File: src/rtl/data_break_arb.sv
// Data-break (DMA) arbiter: two requesters steal memory cycles from the CPU at
// break points, with round-robin tie-break and a burst limit under contention.
module data_break_arb #(
  parameter int unsigned MEM_LAT   = 1,
  parameter int unsigned MAX_BURST = 4
) (
  input  logic        clk,
  input  logic        reset,
  input  logic        clear,
  input  logic        cpu_break_ok,
  output logic        cpu_hold,
  input  logic [1:0]  req,
  input  logic [1:0]  rd,
  input  logic [1:0]  wr,
  input  logic [14:0] addr0,
  input  logic [14:0] addr1,
  input  logic [11:0] din0,
  input  logic [11:0] din1,
  output logic [1:0]  gnt,
  output logic [1:0]  ack,
  output logic [11:0] dout,
  output logic [14:0] mem_addr,
  output logic [11:0] mem_wdata,
  output logic        mem_re,
  output logic        mem_we,
  input  logic [11:0] mem_rdata,
  output logic        protocol_err
);

  typedef enum logic [2:0] {
    S_IDLE,
    S_HOLD,
    S_ACCESS,
    S_WAIT,
    S_DONE,
    S_NEXT
  } state_t;

  state_t      state_q, state_d;
  logic        w_q, w_d;
  logic        last_q, last_d;
  logic [3:0]  burst_q, burst_d;
  logic [2:0]  lat_q, lat_d;
  logic        hold_q, hold_d;
  logic [1:0]  gnt_q, gnt_d;
  logic        is_rd_q, is_rd_d;
  logic        err_q, err_d;
  logic [11:0] dout_q, dout_d;
  logic [14:0] maddr_q, maddr_d;
  logic [11:0] mwd_q, mwd_d;

  logic [14:0] addr_w;
  logic [11:0] din_w;
  logic        rd_w, wr_w, oth, sel;

  always_comb begin
    addr_w = w_q ? addr1 : addr0;
    din_w  = w_q ? din1 : din0;
    rd_w   = rd[w_q];
    wr_w   = wr[w_q];
    oth    = ~w_q;
    // Lone requester wins; on a tie, the one not served last goes first.
    sel    = (req == 2'b11) ? ~last_q : req[1];
  end

  always_comb begin
    state_d = state_q;
    w_d     = w_q;
    last_d  = last_q;
    burst_d = burst_q;
    lat_d   = lat_q;
    hold_d  = hold_q;
    gnt_d   = gnt_q;
    is_rd_d = is_rd_q;
    err_d   = err_q;
    dout_d  = dout_q;
    maddr_d = maddr_q;
    mwd_d   = mwd_q;
    mem_re  = 1'b0;
    mem_we  = 1'b0;
    ack     = '0;
    unique case (state_q)
      S_IDLE: begin
        if (req != '0) begin
          hold_d  = 1'b1;
          state_d = S_HOLD;
        end
      end
      S_HOLD: begin
        if (req == '0) begin
          hold_d  = 1'b0;
          state_d = S_IDLE;
        end else if (cpu_break_ok) begin
          w_d     = sel;
          gnt_d   = sel ? 2'b10 : 2'b01;
          burst_d = '0;
          state_d = S_ACCESS;
        end
      end
      S_ACCESS: begin
        mem_re  = rd_w & ~wr_w;
        mem_we  = wr_w & ~rd_w;
        maddr_d = addr_w;
        mwd_d   = din_w;
        is_rd_d = rd_w & ~wr_w;
        if (rd_w == wr_w) err_d = 1'b1;
        lat_d   = 3'(MEM_LAT);
        state_d = S_WAIT;
      end
      S_WAIT: begin
        lat_d = lat_q - 3'd1;
        if (lat_q == 3'd1) begin
          if (is_rd_q) dout_d = mem_rdata;
          state_d = S_DONE;
        end
      end
      S_DONE: begin
        ack = gnt_q;
        if (burst_q != 4'hf) burst_d = burst_q + 4'd1;
        last_d  = w_q;
        state_d = S_NEXT;
      end
      S_NEXT: begin
        if (req[w_q] && (!req[oth] || burst_q < 4'(MAX_BURST))) begin
          state_d = S_ACCESS;
        end else if (req[oth]) begin
          w_d     = oth;
          gnt_d   = oth ? 2'b10 : 2'b01;
          burst_d = '0;
          state_d = S_ACCESS;
        end else begin
          gnt_d   = '0;
          hold_d  = 1'b0;
          state_d = S_IDLE;
        end
      end
      default: state_d = S_IDLE;
    endcase
  end

  always_ff @(posedge clk) begin
    if (reset || clear) begin
      state_q <= S_IDLE;
      w_q     <= 1'b0;
      last_q  <= 1'b1;
      burst_q <= '0;
      lat_q   <= '0;
      hold_q  <= 1'b0;
      gnt_q   <= '0;
      is_rd_q <= 1'b0;
      err_q   <= 1'b0;
      dout_q  <= '0;
      maddr_q <= '0;
      mwd_q   <= '0;
    end else begin
      state_q <= state_d;
      w_q     <= w_d;
      last_q  <= last_d;
      burst_q <= burst_d;
      lat_q   <= lat_d;
      hold_q  <= hold_d;
      gnt_q   <= gnt_d;
      is_rd_q <= is_rd_d;
      err_q   <= err_d;
      dout_q  <= dout_d;
      maddr_q <= maddr_d;
      mwd_q   <= mwd_d;
    end
  end

  // Address/data follow the winner during ACCESS and hold their last value otherwise.
  assign mem_addr     = maddr_d;
  assign mem_wdata    = mwd_d;
  assign cpu_hold     = hold_q;
  assign gnt          = gnt_q;
  assign dout         = dout_q;
  assign protocol_err = err_q;

endmodule

File: config.mk
export PLATFORM = sky130hd
export DESIGN_NAME = data_break_arb
export DESIGN_NICKNAME = d
export VERILOG_FILES = /design/src/rtl/data_break_arb.sv
export SDC_FILE = /design/constraint.sdc
export NUM_CORES = 1
export LEC_CHECK = 0
export BUFFER_PORTS_ARGS = -buffer_cell sky130_fd_sc_hd__buf_2
export CAP_MARGIN = 20
export CORE_MARGIN = 2
export CORE_UTILIZATION = 43
export CTS_BUF_LIST = sky130_fd_sc_hd__clkbuf_16
export DETAILED_ROUTE_END_ITERATION = 8
export GPL_ROUTABILITY_DRIVEN = 0
export GPL_TIMING_DRIVEN = 0
export HOLD_SLACK_MARGIN = 0.08
export PLACE_DENSITY = 0.75
export SYNTH_ARGS = -nofsm -noshare
export SYNTH_HDL_FRONTEND = slang
export SYNTH_SLANG_ARGS = --single-unit
File: constraint.sdc
create_clock -name clk -period 1.7 [get_ports clk]
set_input_delay 0.17 -clock clk [delete_from_list [all_inputs] [get_ports clk]]
set_output_delay 0.17 -clock clk [all_outputs]
set_load 0.1 [all_outputs]
# After elaboration in Yosys (flattened, before gate mapping)
# Index checks and enable logic that the tools add are counted.
# Widths: inputs -> output; s select.
[op_classes]
add_sub_neg = 2
n_lt_le_gt_ge = 3
n_eq_ne = 19
n_reduce_logical = 18
bitwise = 6
mux = 47
[ops]
columns = ["cell", "n"]
rows = [
  ["$mux 15", 2],
  ["$mux 12", 2],
  ["$mux 4", 5],
  ["$mux 1", 19],
  ["$mux 2", 9],
  ["$ne 2x2->1 const B", 9],
  ["$pmux 3 s6", 1],
  ["$mux 3", 4],
  ["$pmux 4 s3", 1],
  ["$reduce_and 5->1", 2],
  ["$eq 3x1->1 const B", 2],
  ["$eq 3x2->1 const B", 2],
  ["$eq 3x3->1 const B", 2],
  ["$pmux 3 s2", 1],
  ["$reduce_and 3->1", 2],
  ["$reduce_and 6->1", 1],
  ["$reduce_bool 2->1", 3],
  ["$reduce_bool 3->1", 2],
  ["$add 4x1->4 const B", 1],
  ["$lt 1x2->1 const B", 2],
  ["$lt 4x3->1 const B", 1],
  ["$ne 4x4->1 const B", 1],
  ["$not 1->1", 4],
  ["$pmux 2 s2", 1],
  ["other kinds (14)", 16],
]
[word_totals]
reg_bits = 56

# Logic depth before layout (Yosys ltp)
[logic_depth]
ltp_word = 8
mapped_depth = 8

# Worst setup path before layout
# Ideal clock, no wire load.
[synth_timing]
kind = "register to output"
startpoint = "register w_q"
endpoint = "output port mem_wdata[1]"
slack_ps = -1050
n_path_buf = 3
stages_incl_launch_ff = 6
t_arrival_ps = 2580
cell_sequence = "dfxtp_1 -> buf_6 -> buf_2 -> buf_2 -> mux2i_1 -> a21oi_1"
[synth_via]
elab_chain_len = 2
[synth_lines]
columns = ["element", "line", "source"]
rows = [
  ["start: declaration", "40", "logic w_q, w_d;"],
  ["start signal: assignment", "157", "w_q <= w_d;"],
  ["$mux 12", "58", "din_w = w_q ? din1 : din0;"],
  ["$mux 12", "82", "unique case (state_q)"],
  ["end: declaration", "23", "output logic [11:0] mem_wdata,"],
]
# No other way between the ends.

# Final worst setup path
[layout_timing]
startpoint = "register state_q[2]"
endpoint = "output port mem_addr[12]"
[layout_via]
elab_chain_len = 2
[layout_lines]
columns = ["element", "line", "source"]
rows = [
  ["start: declaration", "39", "state_t state_q, state_d;"],
  ["start signal: assignment", "156", "state_q <= state_d;"],
  ["$eq 3x2->1", "82", ""],
  ["$mux 15", "82", ""],
  ["end: declaration", "22", "output logic [14:0] mem_addr,"],
]
# No other way between the ends.

==> metrics.md <==
| Metric | Value |
|---|---|
| Status | `complete, but fails checks` |
| Failing checks | `setup timing` |
| Syn avg cell area | `8.85 µm²` |
| Final wirelength | `between 10,000 and 15,000 µm` |
| Uppermost layer routed | `met4` |
| DIE AREA | `0.00713 mm²` |
| Sequential area share after synthesis | `40.3%` |
| Site Rows | `29` |
| Initial DRT Pass Iterations | `4` |
| Total gr overflow | `0` |
| Met1 wire length | `3850 µm` |
| Yosys cell types | `40` |
| Vias | `3,106` |
| Initial antenna violation count | `0` |
| Placed standard-cell area | `between 0.003 and 0.004 mm²` |
| Wire length on met3 | `749 µm` |
| Reg power frac | `39.5%` |
| Total I/O pin count | `123` |
| IO Port Bufs | `120` |
| Routed length on met2 | `between 5000 and 6000 µm` |
| Initial core utilization | `44.0%` |
| Cell family with most CP delay | `buffers and inverters` |
| Slew headroom | `55.9%` |
| Cell Area, Synth | `around 0.0028 mm²` |
| Top FF cell, synth | `dfxtp_1` |
| Part of the power in combinational logic | `31.7%` |
| Die H | `84.4 µm` |
| Post-synth EDFFs | `0` |
| Sink Count | `56` |
| Startpoint Class | `register` |
| Endpoints failing setup | `31` |
| Critical path data required time | `1.53 ns` |
| Clock Pin Slew Worst Setup and Hold Paths | `0.07 ns` |
| Simple-Gate Fraction of Synth Area | `14.8%` |
| Die W | `84.4 µm` |
| Hold WC Path Type | `in -> reg` |
| Maxcap violations | `0` |
| CTS Root Cell | `clkbuf_16` |
| Mux cell area share after synthesis | `16.7%` |
| Crit Path Class | `reg -> out` |
| Internal Power | `2.28 mW` |
| Area Overhead vs Synth | `91.4%` |
| Hold buffer count at cts | `0` |
| Sw Ratio | `32.8%` |
| Buf/Inv on CP | `5` |
| Synth async-reset ratio | `0%` |
| Number of global-route vias before repair | `3,123` |
| Max IR drop VDD | `about 0.57 mV` |
| Clock share of power | `approximately 29%` |
| Worst setup EP type | `primary output` |
| Worst-Skew Late Latency | `roughly 0.29 ns` |
| Worst-case clock buffer depth | `2` |
| Final Cell Area | `between 0.005 and 0.006 mm²` |
| RSZ-0062 raised after global routing | `yes` |
| P_leak | `1.98 nW` |
| Fin crit period | `between 1.5 and 2 ns` |
| Drc violations | `0` |
| Syn. warnings | `0` |
| Fmax | `between 0.5 and 0.6 GHz` |
| Final Max Slew Viols | `0` |
| Share of cells above drive strength 1 | `56.1%` |
| Commonest non-fill, non-tap cell in the layout | `buf_2` |
| Antenna Cells | `0` |
| Hpwl dp | `5700 µm` |
| WL/cell | `19.3 µm` |
| CORE AREA | `0.00631 mm²` |
| GRT Total Usage | `approximately a quarter` |
| Largest net degree at the start of global routing | `16` |
| Critical path arrival | `1.73 ns` |
| Total Nets Final | `about 550` |
| First-pass GRT wire length | `15,400 µm` |
| CTS Buf Count | `5` |
| Syn nets | `395` |
| Clock Skew | `~0.0058 ns` |
| Final worst slack | `-0.198 ns` |
| Iter 0 DRT Violations | `95` |
| Post-layout utilization of the core | `84.3%` |
| Min Hold Slack | `0.106 ns` |
| Post-route ant nets | `0` |
| Final period utilization | `112%` |
| Critical Path Slowest Stage Cell | `dfxtp_2` |
| Post-Route Setup TNS | `-3.57 ns` |
| Cell area power density | `roughly 640 mW/mm²` |
| CP peak stage delay | `0.33 ns` |
| Switch Pwr | `between 1 and 1.5 mW` |
| Worst-path fanout max | `7` |
| Measured slew at the worst slew-check pin | `about 0.66 ns` |
| Synth Register Bits | `56` |
| CTS tree | `yes` |
| Avg Vias per Cell | `around 5.7` |
| Cell mode on critical path | `buf_12` |
| Crit-path cells | `nand2b_4 > nor2_4 > buf_12 > buf_12 > buf_12 > buf_16 > a21oi_4 > buf_12` |
| Mapped Cells | `314` |
| Post-Synth XOR/XNOR Area | `less than 1%` |
| Final hold vios | `0` |
| Most frequent cells in the layout | `buf_2, dfxtp_1, buf_12` |
| Compound-Gate Fraction of Synth Area | `a little over 20%` |
| H-tree depth | `2` |
| Flop2flop setup slack | `0.03 ns` |
| Synth Area in Adders | `2.25%` |
| Largest family of logic cells by synthesized area | `compound AO/OA/AOI/OAI gates` |
synthesized netlist by cell type, drive strengths merged, types with 6 or more instances:
master | number | area (µm²)
mux2i | 45 | 450
inv | 6 | 22.5
a211oi | 27 | 203
dfxtp | 56 | 1120
nand2 | 9 | 33.8
o21ai | 8 | 40.0
a21oi | 35 | 175
buf | 16 | 83.8
clkbuf | 10 | 37.5
nor2 | 50 | 188
state kept, by name, summed over array words and instances (netlist names):
register and flops:
burst_q 4, lat_q 3, dout 12, last_q 1, state_q 3, w_q 1
gnt 2, cpu_hold 1, is_rd_q 1, protocol_err 1, mwd_q 12, maddr_q 15
cell type report:
type / count / area, µm²
Clock buffer: 5 / 125
Clock inverter: 2 / 7.51
Multi-Input combinational cell: 226 / 2280
Fill cell: 310 / 992
Timing Repair Buffer: 148 / 1410
Sequential cell: 56 / 1140
Tap cell: 77 / 96.3
Buffer: 24 / 250
Inverter: 6 / 22.5
metrics by stage:
step	worst slack (ns)	std cells	power, mW
global placement	-0.346	511	2.09
detailed placement	-0.377	511	2.11
CTS	-0.160	534	3.30
finish	-0.198	544	3.40
global route	-0.231	544	3.51
floorplan	0.0103	314	1.94
power by group through the flow:
stage | logic, mW | registers (mW) | clock network, mW
finish | 1.08 | 1.34 | 0.978
global route | 1.12 | 1.34 | 1.05
global placement | 0.726 | 1.37 | 0
floorplan | 0.552 | 1.39 | 0
detailed placement | 0.736 | 1.37 | 0
CTS | 0.970 | 1.34 | 0.983
kinds of logic (layout without fill, tap and decap cells):
group / Yosys count / in the layout
AOI/OAI and AO/OA: 86 / 86
xor gates and xnor gates: 1 / 1
adders and majority gates: 5 / 5
buffers and inverters: 32 / 185
DFF: 56 / 56
muxes: 46 / 46
and+or+nand+nor: 88 / 88
repair_timing:
item | in CTS | in global routing
pin swaps | 11 | 10
endpoints found under the setup margin | 36 | 46
gates cloned | 4 | 0
resized for setup | 204 | 57
setup buffers | 13 | 13
worst min-delay path: cells and delay by family:
kind | cells | cell delay (ns)
and+or+nand+nor | 1 | 0.07
buffers and inverters | 1 | 0.07
muxes | 1 | 0.05
routing by layer:
metal  global-route usage (%)  up-vias
li1                         -     1436
met1                     31.2     1486
met2                     48.1      159
met3                     7.28       25
met4                     6.93        0
met5                        0        -
worst paths after layout:
kind | startpoint | endpoint | depth (start not counted)
worst max-delay path | state_q[2] | mem_addr[12] | 8
worst min-delay path | mem_rdata[11] | dout[11] | 3
worst max register to register | w_q | w_q | 6
worst min register to register | protocol_err | protocol_err | 2
No activity file was read; power rests on OpenSTA's default activity.
